### src/rtl/word_pair_buffer_pkg.sv
// Shared definitions for the word-pair datapath blocks:
// pair mode encodings and a constant clog2 helper.
package word_pair_buffer_pkg;

   localparam logic [1:0] MODE_PASS = 2'b00;
   localparam logic [1:0] MODE_SWAP = 2'b01;
   localparam logic [1:0] MODE_CLR2 = 2'b10;
   localparam logic [1:0] MODE_DUP1 = 2'b11;

   function automatic int clog2(input int v);
      int r;
      r = 0;
      while ((1 << r) < v) r = r + 1;
      return r;
   endfunction

endpackage

### src/rtl/pair_mode_mux.sv
// Per-bit pair transform applied to a word pair.
// Ports: w1/w2 in words, mode in, p1/p2 transformed words out.
module pair_mode_mux
   import word_pair_buffer_pkg::*;
#(
   parameter int N = 4
) (
   input  logic [N-1:0] w1,
   input  logic [N-1:0] w2,
   input  logic [1:0]   mode,
   output logic [N-1:0] p1,
   output logic [N-1:0] p2
);

   for (genvar i = 0; i < N; i++) begin : g_bit
      assign p1[i] = (mode == MODE_SWAP) ? w2[i] : w1[i];
      assign p2[i] = (mode == MODE_PASS) ? w2[i] :
                     (mode == MODE_CLR2) ? 1'b0  : w1[i];
   end

endmodule

### src/rtl/word_pair_buffer.sv
// First-word-fall-through FIFO of transformed word pairs.
// Ports: clk, reset; in_valid/in_ready, word_in1/2, mode (push side);
//   out_valid/out_ready, word_out1/2 (pop side); flush; count.
module word_pair_buffer
   import word_pair_buffer_pkg::*;
#(
   parameter int N     = 4,
   parameter int DEPTH = 4
) (
   input  logic                  clk,
   input  logic                  reset,
   input  logic                  in_valid,
   output logic                  in_ready,
   input  logic [N-1:0]          word_in1,
   input  logic [N-1:0]          word_in2,
   input  logic [1:0]            mode,
   input  logic                  flush,
   output logic                  out_valid,
   input  logic                  out_ready,
   output logic [N-1:0]          word_out1,
   output logic [N-1:0]          word_out2,
   output logic [clog2(DEPTH):0] count
);

   localparam int AW = clog2(DEPTH);
   localparam int CW = AW + 1;

   logic [N-1:0]  mem1_q [DEPTH];
   logic [N-1:0]  mem2_q [DEPTH];
   logic [AW-1:0] wr_ptr_q, wr_ptr_d;
   logic [AW-1:0] rd_ptr_q, rd_ptr_d;
   logic [CW-1:0] count_q, count_d;
   logic [N-1:0]  p1, p2;
   logic          push, pop;

   pair_mode_mux #(.N(N)) u_mux (
      .w1   (word_in1),
      .w2   (word_in2),
      .mode (mode),
      .p1   (p1),
      .p2   (p2)
   );

   // Handshake flags decode registered count only.
   assign in_ready  = (count_q != CW'(DEPTH));
   assign out_valid = (count_q != '0);
   assign push      = in_valid && in_ready;
   assign pop       = out_valid && out_ready;
   assign count     = count_q;

   assign word_out1 = out_valid ? mem1_q[rd_ptr_q] : '0;
   assign word_out2 = out_valid ? mem2_q[rd_ptr_q] : '0;

   always_comb begin
      wr_ptr_d = wr_ptr_q;
      rd_ptr_d = rd_ptr_q;
      count_d  = count_q;
      if (flush) begin
         wr_ptr_d = '0;
         rd_ptr_d = '0;
         count_d  = '0;
      end else begin
         if (push) wr_ptr_d = wr_ptr_q + AW'(1);
         if (pop)  rd_ptr_d = rd_ptr_q + AW'(1);
         if (push && !pop)      count_d = count_q + CW'(1);
         else if (pop && !push) count_d = count_q - CW'(1);
      end
   end

   always_ff @(posedge clk or posedge reset) begin
      if (reset) begin
         wr_ptr_q <= '0;
         rd_ptr_q <= '0;
         count_q  <= '0;
      end else begin
         wr_ptr_q <= wr_ptr_d;
         rd_ptr_q <= rd_ptr_d;
         count_q  <= count_d;
      end
   end

   // Storage is not reset; entries are only visible once counted.
   always_ff @(posedge clk) begin
      if (push && !flush) begin
         mem1_q[wr_ptr_q] <= p1;
         mem2_q[wr_ptr_q] <= p2;
      end
   end

endmodule

### config.mk
export PLATFORM = sky130hd
export DESIGN_NAME = word_pair_buffer
export DESIGN_NICKNAME = d
export VERILOG_FILES = /design/src/rtl/word_pair_buffer_pkg.sv /design/src/rtl/pair_mode_mux.sv /design/src/rtl/word_pair_buffer.sv
export SDC_FILE = /design/constraint.sdc
export NUM_CORES = 1
export LEC_CHECK = 0
export ABC_CLOCK_PERIOD_IN_PS = 2150
export CAP_MARGIN = 30
export CORE_MARGIN = 2
export CORE_UTILIZATION = 48
export DETAILED_ROUTE_END_ITERATION = 16
export GPL_TIMING_DRIVEN = 0
export HOLD_SLACK_MARGIN = 0.03
export PLACE_DENSITY = 0.79
export SYNTH_ARGS = -nofsm -noshare
export SYNTH_HDL_FRONTEND = slang
export SYNTH_HIERARCHICAL = 1
export SYNTH_SLANG_ARGS = --single-unit
### constraint.sdc
create_clock -name clk -period 2.15 [get_ports clk]
set_input_delay 0.43 -clock clk [delete_from_list [all_inputs] [get_ports clk]]
set_output_delay 0.43 -clock clk [all_outputs]
set_load 0.02 [all_outputs]
# Yosys cells after proc, flatten, opt, wreduce, memory -nomap -nowiden
# Memory sizes are Yosys's and may differ from the RTL's.
# Index checks and enable logic that the tools add are counted.
[op_classes] add_sub_neg=4 eq_ne=3 n_mux=23 reduce_logical=13
[ops] op="$mux W1" count=14
[ops] op="$mux W3" count=3
[ops] op="$mux W2" count=4
[ops] op="$mux W4" count=2
[ops] op="$reduce_bool A3 Y1" count=2
[ops] op="$logic_and A1 B1 Y1" count=5
[ops] op="$add A2 B1 Y2 const B" count=2
[ops] op="$reduce_bool A2 Y1" count=2
[ops] op="$add A3 B1 Y3 const B" count=1
[ops] op="$logic_not A1 Y1" count=3
[ops] op="$ne A3 B3 Y1 const B" count=1
[ops] op="$sub A3 B1 Y3 const B" count=1
[ops] op="$eq A2 B1 Y1 const B" count=1
[ops] op="$eq A2 B2 Y1 const B" count=1
[ops] op="$logic_not A2 Y1" count=1
[word_totals] register_bits=7 ramBits=32 in_bits=15 output_inout_bits=13 wordCells=48 mem_count=2
[memory_table] name="mem1_q" depth=4 width=4 rd=1 rd_clocked_by_memory_dff=0 wr=1 line_no="word_pair_buffer.sv:28" text="logic [N-1:0] mem1_q [DEPTH];"
[memory_table] name="mem2_q" depth=4 width=4 rd=1 rd_clocked_by_memory_dff=0 wr=1 line_no="word_pair_buffer.sv:29" text="logic [N-1:0] mem2_q [DEPTH];"

# Depth between registers and ports, before layout
# Gate-level depths: netlist (run 1).
[depth] ltp_word=7 depth_mapped=8 mapped_depth_nobuf=7

# Modules after synthesis
# Netlist (run 1), hierarchy kept.
[modules_own_cells] mod="word_pair_buffer" instances=1 cells_each=114 area_each_um2=1757.9 seq_area_each_um2=1136.1
[modules_own_cells] mod="pair_mode_mux" instances=1 cells_each=10 area_each_um2=113.9 seq_area_each_um2=0.0

# Worst setup path after synthesis (run 1)
# No wires, ideal clock.
[synth_timing] path_type="register to register" from="register count_q[0] (netlist: count[0])" to="register count_q[2] (netlist: count[2])" setup_time_ns=0.144 arrival_time_ns=2.205 t_required_ns=2.006 setup_slack_ns=-0.199 path_stages_with_launch=9 n_path_buf=1 period_less_slack_ns=2.349 cell_sequence="dfrtp_1 buf_2 nor3b_1 inv_1 and3_1 fa_1 and3b_1 a311oi_1 a211oi_1"
[synth_via] word_cells_on_any_way=14 classes_between="2 x add/sub; 1 x eq/ne; 3 x mux; 8 x reduce/logical"
[synth_lines] item="start, declared" line_no="word_pair_buffer.sv:32" text="logic [CW-1:0] count_q, count_d;"
[synth_lines] item="start signal, assigned" line_no="word_pair_buffer.sv:78" text="count_q <= count_d;"
[synth_lines] item="$ne A3 B3 Y1 (*)" line_no="word_pair_buffer.sv:45" text="assign in_ready = (count_q != CW'(DEPTH));"
[synth_lines] item="net in_ready" line_no="word_pair_buffer.sv:13" text="output logic in_ready,"
[synth_lines] item="$logic_and A1 B1 Y1 (*)" line_no="word_pair_buffer.sv:47" text="assign push = in_valid && in_ready;"
[synth_lines] item="$logic_and A1 B1 Y1 or $logic_not A1 Y1 (tied branches)" line_no="word_pair_buffer.sv:65, word_pair_buffer.sv:66"
[synth_lines] item="$mux W3 or $logic_and A1 B1 Y1 (tied branches)" line_no="word_pair_buffer.sv:65, word_pair_buffer.sv:66"
[synth_lines] item="$mux W3 or $reduce_bool A3 Y1 (tied branches)"
# Mark *: on every way through the listed nets, which the timed path passes. The rest lies on a longest branch. The select of a mux whose other input is x is not followed.
# A chain may end at the register's enable or synchronous reset.

# Worst setup path in the final report (run 1)
[layout_timing] from="register rd_ptr_q[0]" to="output word_out1[3]"
[layout_via] elab_chain_cells=2
[layout_rtl] item="start, declared" line_no="word_pair_buffer.sv:31" text="logic [AW-1:0] rd_ptr_q, rd_ptr_d;"
[layout_rtl] item="start signal, assigned" line_no="word_pair_buffer.sv:77" text="rd_ptr_q <= rd_ptr_d;"
[layout_rtl] item="$mem_v2 Z4 W4"
[layout_rtl] item="$mux W4" line_no="word_pair_buffer.sv:51" text="assign word_out1 = out_valid ? mem1_q[rd_ptr_q] : '0;"
[layout_rtl] item="end, declared" line_no="word_pair_buffer.sv:20" text="output logic [N-1:0] word_out1,"
# No other way between the ends.

==> results of run 1 <==
[worst paths after layout]
check                                   startpoint                 endpoint  slack (ns)  cells past startpoint
setup / recovery           rd_ptr_q[0]$_DFFE_PP0P_             word_out1[3]      -0.008                      5
hold / removal                               reset     count[1]$_DFFE_PP0P_        0.35                      2
setup reg to reg              count[2]$_DFFE_PP0P_   mem1_q[1][2]$_DFFE_PP_        0.02                      5
hold reg to reg            wr_ptr_q[1]$_DFFE_PP0P_  wr_ptr_q[1]$_DFFE_PP0P_        0.60                      2
max in group asynchronous                    reset     count[2]$_DFFE_PP0P_        1.56                      2
min in group clk                          in_valid  wr_ptr_q[1]$_DFFE_PP0P_        0.47                      3
[metrics by stage]
stage	hold slack [ns]	power (mW)
floorplan	0.2333	1.614
global placement	0.5707	1.952
detailed placement	0.5923	2.015
CTS	0.3563	2.482
global route	0.4007	2.739
finish	0.3529	2.600
[report_power, final]
part / switching (mW) / internal (mW) / leakage, nW
registers: 0.0847 / 0.891 / 0.383
clock network: 0.243 / 0.227 / 0.0422
logic: 0.558 / 0.595 / 0.502
total: 0.886 / 1.71 / 0.927
[critical path, stage by stage, from the launching register on]
cell	delay [ns]
dfrtp_1	0.39
buf_12	0.15
buf_12	0.10
mux4_2	0.47
and2b_1	0.17
buf_2	0.15
[cells by family (layout without fill, tap and decap cells)]
kind of cell / count (synthesis) / count (layout) / synth area share
flops: 39 / 39 / 0.6070
simple gates: 30 / 30 / 0.09292
compound gates: 17 / 17 / 0.07287
buf+inv: 16 / 61 / 0.03476
mux: 15 / 15 / 0.1457
fa+ha+maj: 5 / 5 / 0.03743
xor+xnor: 2 / 2 / 0.009360
[registers in the layout, summed over array words and instances (netlist names)]
signal    cells
mem1_q       16
rd_ptr_q      2
mem2_q       16
wr_ptr_q      2
count         3
[routing by layer]
metal / part of all wire / up-vias
met5: 0 / -
met2: 0.55 / 36
met4: 0.026 / 0
met1: 0.38 / 590
li1: - / 553
met3: 0.040 / 10
[layout make-up]
| type | count | area [sq um] | share of cell area |
|---|---|---|---|
| sequential | 39 | 1139 | 0.4725 |
| clock buffer | 7 | 76.32 | 0.03167 |
| inverter | 9 | 33.78 | 0.01402 |
| timing repair buffer | 39 | 329.1 | 0.1366 |
| buffer | 5 | 45.04 | 0.01869 |
| clock inverter | 1 | 5.005 | 0.002077 |
| multi-input combinational | 69 | 721.9 | 0.2996 |
| tap | 48 | 60.06 | 0.02492 |
[layout by cell type (no fill, tap or decap), types with 3 or more instances in the layout]
cell type         n
clkbuf_8          5
a22o_2            4
inv_1             8
clkbuf_1          3
buf_4            12
o21ai_0           3
buf_2            10
clkdlybuf4s50_1  15
mux2_4            4
ha_1              4
nor2_1           10
mux4_2            8
nor2b_1           4
dfrtp_1           5
and2b_1           4
edfxtp_1         32
[what timing repair did]
item,4_1_cts,5_1_grt
resized for setup,41,9
pin swaps,3,2
setup buffers,3,6
endpoints found under the setup margin,11,12
==> metrics.md, run 1 <==
| Metric | Value |
|---|---|
| FF+latch count, synth | 39 |
| CTS buffer count | 5 |
| Clock skew | 0.01385 ns |
| Synth unique cells | 33 |
| FILL cells | 266 |
| Clk_lat worst skew | 0.30 ns |
| Area leader, netlist | edfxtp_1 |
| CTS root buf | clkbuf_8 |
| Initial Util | 0.5037 |
| Clock Sink Count | 39 |
| Post-Syn Area | 1872 sq um |
| Max-cap violations | 0 |
| Routing usage on met2 | 0.3488 |
| Arrival @ worst endpoint | 1.73 ns |
| 1st-pass router iterations | 4 |
| Top cells by area, synth | edfxtp_1 (51%), mux4_2 (9.6%), dfrtp_1 (9.4%) |
| Failing checks | negative setup slack |
| Vias per Instance | 5.479 |
| Type of the worst setup path | reg -> out |
| Endpoints failing hold | 0 |
| Startpoint Class | flop |
| Core Area | 3716 sq um |
| Leakage | 0.9269 nW |
| Inserted Diodes | 0 |
| Yosys synthesis warning count | 6 |
| Min Clock Period, post-route | 2.158 ns |
| Synth cell count leaders | edfxtp_1 (32), nor2_1 (10), inv_1 (9) |
| Fmax | 463.3 MHz |
| Worst-margin pin slew | 0.6808 ns |
| Placed cell areas | 2236 sq um |
| Antenna violations before repair | 0 |
| Detailed placement HPWL | 2631 um |
| Std-Cell Rows | 22 |
| Status | complete, but fails checks |
| Mapped Cells | 124 |
| Global-route wire length before repair | 5927 um |
| Met1 GRT Util | 0.1984 |
| I/O Buffers | 25 |
| Finished Core Util | 0.6485 |
| Top Ports | 28 |
| Post-Syn Area per Cell | 15.10 sq um |
| Nets | 188 |
| Relative slew slack | 0.5451 |
| Placed cells | 202 |
| Largest net degree at the start of global routing | 12 |
| Routed WL | 3839 um |
| Layout Cells excl Fill | 217 |
| Busiest grt layer | met2 |
| Synthesis-to-finish area growth | 28.74% |
| GRT Total Usage | 0.1972 |
| Wire length per cell | 17.69 um |
| DR vias | 1189 |
| Pwr dens | 1079 nW/um^2 |
| TritonCTS clock tree | yes |
| CTS clk-pin slew, worst paths | 0.08 ns |
| Synth async-reset ratio | 0.1795 |
| Post-Synthesis Net Count | 144 |
| Die height | 66.45 um |
| Final setup TNS | -0.008390 ns |
| Unrepaired setup endpoints after global routing | true |
| Vias in the first global route | 1229 |
| Design area | 2410 sq um |
| Share of layout cells above drive strength 1 | 0.3787 |
| Final setup viols | 1 |
| CP max FO | 8 |
| Die Footprint | 4415 sq um |
| Ys flop type | edfxtp_1 |
| Met3 GRT Util | 0.07155 |
| DRC Markers | 0 |
| Final setup margin | -0.008390 ns |
| Share of the synthesized area in the top cell type | 0.5134 |
| Number of synthesized flops with an enable pin | 32 |
| Most frequent cell after synthesis | edfxtp_1 |
| Maximum vdd drop | 0.5565 mV |
| CP Data Required Time | 1.72 ns |
| Final ANT Viol Nets | 0 |
| Dpl ws | -0.3395 ns |
| CP endpoint kind | output pin |
| Sequential fraction of the synthesis area | 0.6070 |
| # H-tree levels | 2 |
| Fin crit share | 1.004 |
| Remaining Overflow, GRT | 0 |
| Die W | 66.45 um |
| # hold bufs at CTS | 0 |
| Clock Path Buffers | 2 |
| Fin. max-slew vios | 0 |
| DR iter-0 viols | 78 |
| Worst Hold Class | in -> async |
| Routability congestion estimate | 0.7492 |
No activity file was read; power rests on OpenSTA's default activity.
==> run 2, diff against run 1 <==
--- a/config.mk
+++ b/config.mk
@@ -7,7 +7,6 @@
 export LEC_CHECK = 0
 export ABC_CLOCK_PERIOD_IN_PS = 2150
 export CAP_MARGIN = 30
-export CORE_MARGIN = 2
 export CORE_UTILIZATION = 48
 export DETAILED_ROUTE_END_ITERATION = 16
 export GPL_TIMING_DRIVEN = 0
==> run 2 against run 1 <==
  * The flow now finishes without violations
  * Combinational power about the same
  * Global-route usage increased by 1.1 points
  * Clock power rose by 53%
  * Hold slack improved by 0.032 ns
  * Clock skew is 0.0065 ns lower
  * First-iteration DRC count fell by 46%
  * Setup slack improved by 0.027 ns
  * Sequential share of layout area decreased by 1.1 points
  * Sequential power is essentially flat
  * Routed wire length up 2.0%
==> metrics.md, run 2 (same netlist as run 1, synthesis figures left out) <==
| Metric | Value |
|---|---|
| Pwr dens | 1165 nW/um^2 |
| Core Area | 3689 sq um |
| CTS buffer count | 5 |
| I/O Buffers | 25 |
| Commonest cells after routing, fill and taps aside | edfxtp_1 (32), buf_4 (17), clkdlybuf4s50_1 (15) |
| Leakage | 0.9587 nW |
| Dpl ws | -0.4524 ns |
| Global-route wire length before repair | 6099 um |
| Maximum vdd drop | 0.7845 mV |
| Clk_lat worst skew | 0.29 ns |
| Routed WL | 3914 um |
| Final setup TNS | 0 ns |
| Placed cells | 201 |
| CTS root buf | clkbuf_8 |
| 1st-pass router iterations | 4 |
| DRC Markers | 0 |
| CP max FO | 10 |
| DR iter-0 viols | 42 |
| Unrepaired setup endpoints after global routing | true |
| Die height | 64.45 um |
| Worst-margin pin slew | 0.6462 ns |
| Remaining Overflow, GRT | 0 |
| Die Footprint | 4153 sq um |
| Worst Hold Class | in -> async |
| Startpoint Class | flop |
| Final ANT Viol Nets | 0 |
| Fmax | 469.1 MHz |
| Vias in the first global route | 1256 |
| Fin crit share | 0.9915 |
| Commonest non-fill, non-tap cell in the layout | edfxtp_1 |
| Std-Cell Rows | 22 |
| Max-cap violations | 0 |
| Top Ports | 28 |
| Clock Sink Count | 39 |
| CTS clk-pin slew, worst paths | 0.08 ns |
| # hold bufs at CTS | 0 |
| Type of the worst setup path | reg -> out |
| CP endpoint kind | output pin |
| CP Data Required Time | 1.72 ns |
| TritonCTS clock tree | yes |
| FF-to-FF path depth | 7 |
| Initial Util | 0.5075 |
| Largest net degree at the start of global routing | 13 |
| Inserted Diodes | 0 |
| Design area | 2470 sq um |
| Nets | 191 |
| Final setup margin | 0.01822 ns |
| Share of layout cells above drive strength 1 | 0.4012 |
| Vias per Instance | 5.536 |
| Relative slew slack | 0.5683 |
| Clock Path Buffers | 2 |
| Finished Core Util | 0.6696 |
| # H-tree levels | 2 |
| Min Clock Period, post-route | 2.132 ns |
| Routability congestion estimate | 0.8130 |
| Placed cell areas | 2231 sq um |
| Status | finished, final reports clean |
| GRT Total Usage | 0.2084 |
| Die W | 64.45 um |
| Arrival @ worst endpoint | 1.70 ns |
| Endpoints failing hold | 0 |
| Detailed placement HPWL | 2664 um |
| RR Endpoint | count[2]$_DFFE_PP0P_ |
| Synthesis-to-finish area growth | 31.95% |
| Final setup viols | 0 |
| Antenna violations before repair | 0 |
| Reg-to-reg startpoint | count[2]$_DFFE_PP0P_ |
| R2R Setup Slk | 0.05 ns |
| Fin. max-slew vios | 0 |
| Clock skew | 0.007305 ns |
| Layout Cells excl Fill | 220 |
| DR vias | 1218 |
| Wire length per cell | 17.79 um |
[run 2: area by class of cell]
cell class | instances | area (sq um)
well taps | 48 | 60.06
clock buffers | 6 | 72.57
plain buffers | 5 | 40.04
repair buffers | 42 | 341.6
inverters | 9 | 33.78
clock inverters | 2 | 60.06
multi-input cells | 69 | 723.2
fillers | 274 | 1219
flip-flops and latches | 39 | 1139
[run 2: timing repair]
action | in CTS | in global routing
setup endpoints to repair | 11 | 19
gates resized for setup | 38 | 10
pin swaps | 2 | 5
setup buffers | 6 | 7
[run 2: critical path, stage by stage, from the launching register on]
cell	delay (ns)
dfrtp_1	0.37
buf_8	0.15
buf_4	0.12
mux4_2	0.47
and2b_1	0.16
buf_2	0.15
[run 2: where the power goes]
part / internal, mW / switching (mW) / leakage (nW)
Clock: 0.464 / 0.253 / 0.0654
Combinational: 0.614 / 0.569 / 0.511
Sequential: 0.891 / 0.0864 / 0.383
[run 2: metal layers]
| metal | GRT usage | wire [um] | vias up |
|---|---|---|---|
| met3 | 0.04225 | 139 | 2 |
| li1 | - | - | 556 |
| met4 | 0.1083 | 25 | 0 |
| met5 | 0 | 0 | - |
| met1 | 0.2298 | 1551 | 633 |
| met2 | 0.3763 | 2198 | 27 |
[run 2: metrics by stage]
step,power [mW],hold slack [ns]
floorplan,1.614,0.2333
global placement,1.950,0.5705
detailed placement,2.003,0.5977
CTS,2.781,0.3956
global route,3.005,0.4278
finish,2.877,0.3850
[run 2: worst max path at each step]
stage | cells past startpoint | startpoint | to | slack [ns]
final | 5 | rd_ptr_q[0]$_DFFE_PP0P_ | word_out2[3] | 0.02
after global routing | 8 | count[0]$_DFFE_PP0P_ | count[2]$_DFFE_PP0P_ | -0.06
after CTS | 4 | rd_ptr_q[0]$_DFFE_PP0P_ | word_out1[3] | -0.05
after detailed placement | 4 | count[0]$_DFFE_PP0P_ | word_out1[3] | -0.45
after global placement | 3 | flush | mem1_q[0][1]$_DFFE_PP_ | -0.51
after floorplan | 8 | count[1]$_DFFE_PP0P_ | count[2]$_DFFE_PP0P_ | 0.03
==> run 3, diff against run 2 <==
--- a/config.mk
+++ b/config.mk
@@ -12,6 +12,7 @@
 export GPL_TIMING_DRIVEN = 0
 export HOLD_SLACK_MARGIN = 0.03
 export PLACE_DENSITY = 0.79
+export SKIP_LAST_GASP = 1
 export SYNTH_ARGS = -nofsm -noshare
 export SYNTH_HDL_FRONTEND = slang
 export SYNTH_HIERARCHICAL = 1
==> run 3 against run 2 <==
  * The flow now finishes with violations (negative setup slack)
  * Sequential share of layout area decreased by 0.16 points
  * First-iteration DRC count increased by 7.1%
  * Critical path depth unchanged
  * Fmax decreased by 3.6%
  * Die area unchanged
  * Non-clock buffer count decreased by 2
  * Clock power increased by 1%
  * Critical path type unchanged
  * Critical endpoint is now word_out1[2]
  * Largest power group unchanged
==> metrics.md, run 3 (same netlist as run 1, synthesis figures left out) <==
| Metric | Value |
|---|---|
| Status | complete, but fails checks |
| Fin crit share | 1.028 |
| Endpoints failing hold | 0 |
| 1st-pass router iterations | 4 |
| Largest net degree at the start of global routing | 13 |
| Placed cells | 201 |
| Routability congestion estimate | 0.8130 |
| Fmax | 452.2 MHz |
| Design area | 2479 sq um |
| Vias per Instance | 5.560 |
| Fin. max-slew vios | 0 |
| Arrival @ worst endpoint | 1.78 ns |
| Top Ports | 28 |
| DR iter-0 viols | 45 |
| CTS clk-pin slew, worst paths | 0.08 ns |
| Slowest cell on crit path | mux4_2 |
| Setup crit end | word_out1[2] |
| FILL cells | 268 |
| Initial Util | 0.5075 |
| Reg-to-reg startpoint | count[2]$_DFFE_PP0P_ |
| Clock skew | 0.008774 ns |
| Die Footprint | 4153 sq um |
| Detailed placement HPWL | 2664 um |
| Std-Cell Rows | 22 |
| Core Area | 3689 sq um |
| Die height | 64.45 um |
| DR vias | 1212 |
| Buf/Inv on CP | 3 |
| Inserted Diodes | 0 |
| Clock Path Buffers | 2 |
| # H-tree levels | 2 |
| R2R Setup Slk | 0.03 ns |
| Leakage | 0.9546 nW |
| Type of the worst setup path | reg -> out |
| TritonCTS clock tree | yes |
| Unrepaired setup endpoints after global routing | true |
| Commonest non-fill, non-tap cell in the layout | edfxtp_1 |
| Critical path's top delay family | multiplexers |
| Pwr dens | 1181 nW/um^2 |
| Final Power | 2.926 mW |
| Antenna violations before repair | 0 |
| Global-route wire length before repair | 6092 um |
| Max stage delay on crit path | 0.48 ns |
| Final ANT Viol Nets | 0 |
| Maximum vdd drop | 0.7736 mV |
| CP endpoint kind | output pin |
| Commonest cells after routing, fill and taps aside | edfxtp_1 (32), clkdlybuf4s50_1 (15), buf_4 (14) |
| CTS buffer count | 5 |
| Routed WL | 4033 um |
| Clk_lat worst skew | 0.30 ns |
| FF-to-FF path depth | 7 |
| Min Clock Period, post-route | 2.211 ns |
| Startpoint Class | flop |
| Die W | 64.45 um |
| DRC Markers | 0 |
| Vias in the first global route | 1252 |
| Remaining Overflow, GRT | 0 |
| Dpl ws | -0.4524 ns |
| Failing checks | negative setup slack |
| Final setup margin | -0.06118 ns |
| Cell breakdown of the critical path | buf_8 > buf_4 > mux4_2 > and2b_1 > buf_6 |
| Share of layout cells above drive strength 1 | 0.3941 |
| Clock Sink Count | 39 |
| Layout Cells excl Fill | 218 |
| Placed cell areas | 2231 sq um |
| CTS root buf | clkbuf_8 |
| Relative slew slack | 0.5734 |
| Max-cap violations | 0 |
| GRT Total Usage | 0.2084 |
| Worst setup path startpoint | rd_ptr_q[0]$_DFFE_PP0P_ |
| RR Endpoint | count[2]$_DFFE_PP0P_ |
| CP max FO | 5 |
| WP depth | 5 |
| I/O Buffers | 25 |
| Synthesis-to-finish area growth | 32.42% |
| Wire length per cell | 18.50 um |
| Worst-margin pin slew | 0.6385 ns |
| Final setup viols | 1 |
| CP Data Required Time | 1.72 ns |
| Worst Hold Class | in -> async |
| Nets | 189 |
==> run 3: worst min path at each step <==
stage | start | endpoint | slack (ns) | depth (start not counted)
floorplan | reset | count[0]$_DFFE_PP0P_ | 0.23 | 1
global placement | wr_ptr_q[0]$_DFFE_PP0P_ | wr_ptr_q[0]$_DFFE_PP0P_ | 0.57 | 2
detailed placement | wr_ptr_q[0]$_DFFE_PP0P_ | wr_ptr_q[0]$_DFFE_PP0P_ | 0.60 | 2
CTS | reset | count[0]$_DFFE_PP0P_ | 0.40 | 2
global route | reset | count[0]$_DFFE_PP0P_ | 0.43 | 2
finish | reset | count[0]$_DFFE_PP0P_ | 0.38 | 2
==> run 3: final cells by class <==
class / count / area [sq um] / area share
Sequential cell: 39 / 1139 / 0.4594
Multi-Input combinational cell: 69 / 723.2 / 0.2918
Timing Repair Buffer: 40 / 350.3 / 0.1413
Clock buffer: 6 / 72.57 / 0.02928
Clock inverter: 2 / 60.06 / 0.02423
Tap cell: 48 / 60.06 / 0.02423
Buffer: 5 / 40.04 / 0.01615
Inverter: 9 / 33.78 / 0.01363
==> run 3: worst reg2reg max path, delay by kind of cell (launching register included) <==
kind | cells | cell delay, ns
flip-flops | 1 | 0.50
AND/OR/NAND/NOR | 3 | 0.68
buffers and inverters | 1 | 0.08
AO/OA/AOI/OAI | 2 | 0.34
adder cells (fa/ha/maj) | 1 | 0.41
==> run 3: where the power goes <==
group / total, mW / internal [mW] / switching [mW]
clock: 0.726 / 0.464 / 0.263
sequential: 0.984 / 0.891 / 0.0931
combinational: 1.22 / 0.635 / 0.581
==> run 3: timing repair <==
action	4_1_cts	5_1_grt
endpoints found under the hold margin	0	0
resized for setup	16	31
pin swaps	2	5
setup buffers	6	4
hold buffers	0	0
cloned	0	1
setup endpoints to repair	11	24
==> run 3: stage by stage <==
step	utilization	TNS [ns]	hold WS, ns
6_report	0.6720	-0.06118	0.3838
5_1_grt	0.6720	-0.2421	0.4260
4_1_cts	0.6547	-0.6658	0.3956
3_5_place_dp	0.6048	-7.029	0.5977
3_3_place_gp	0.5967	-19.43	0.5705
2_1_floorplan	-	0	0.2333
==> run 3: metal layers <==
metal	vias up	wire (um)	track usage
met5	-	0	0
met4	0	79	0.1083
met3	6	142	0.04225
met2	31	2194	0.3763
met1	623	1616	0.2298
li1	552	-	-
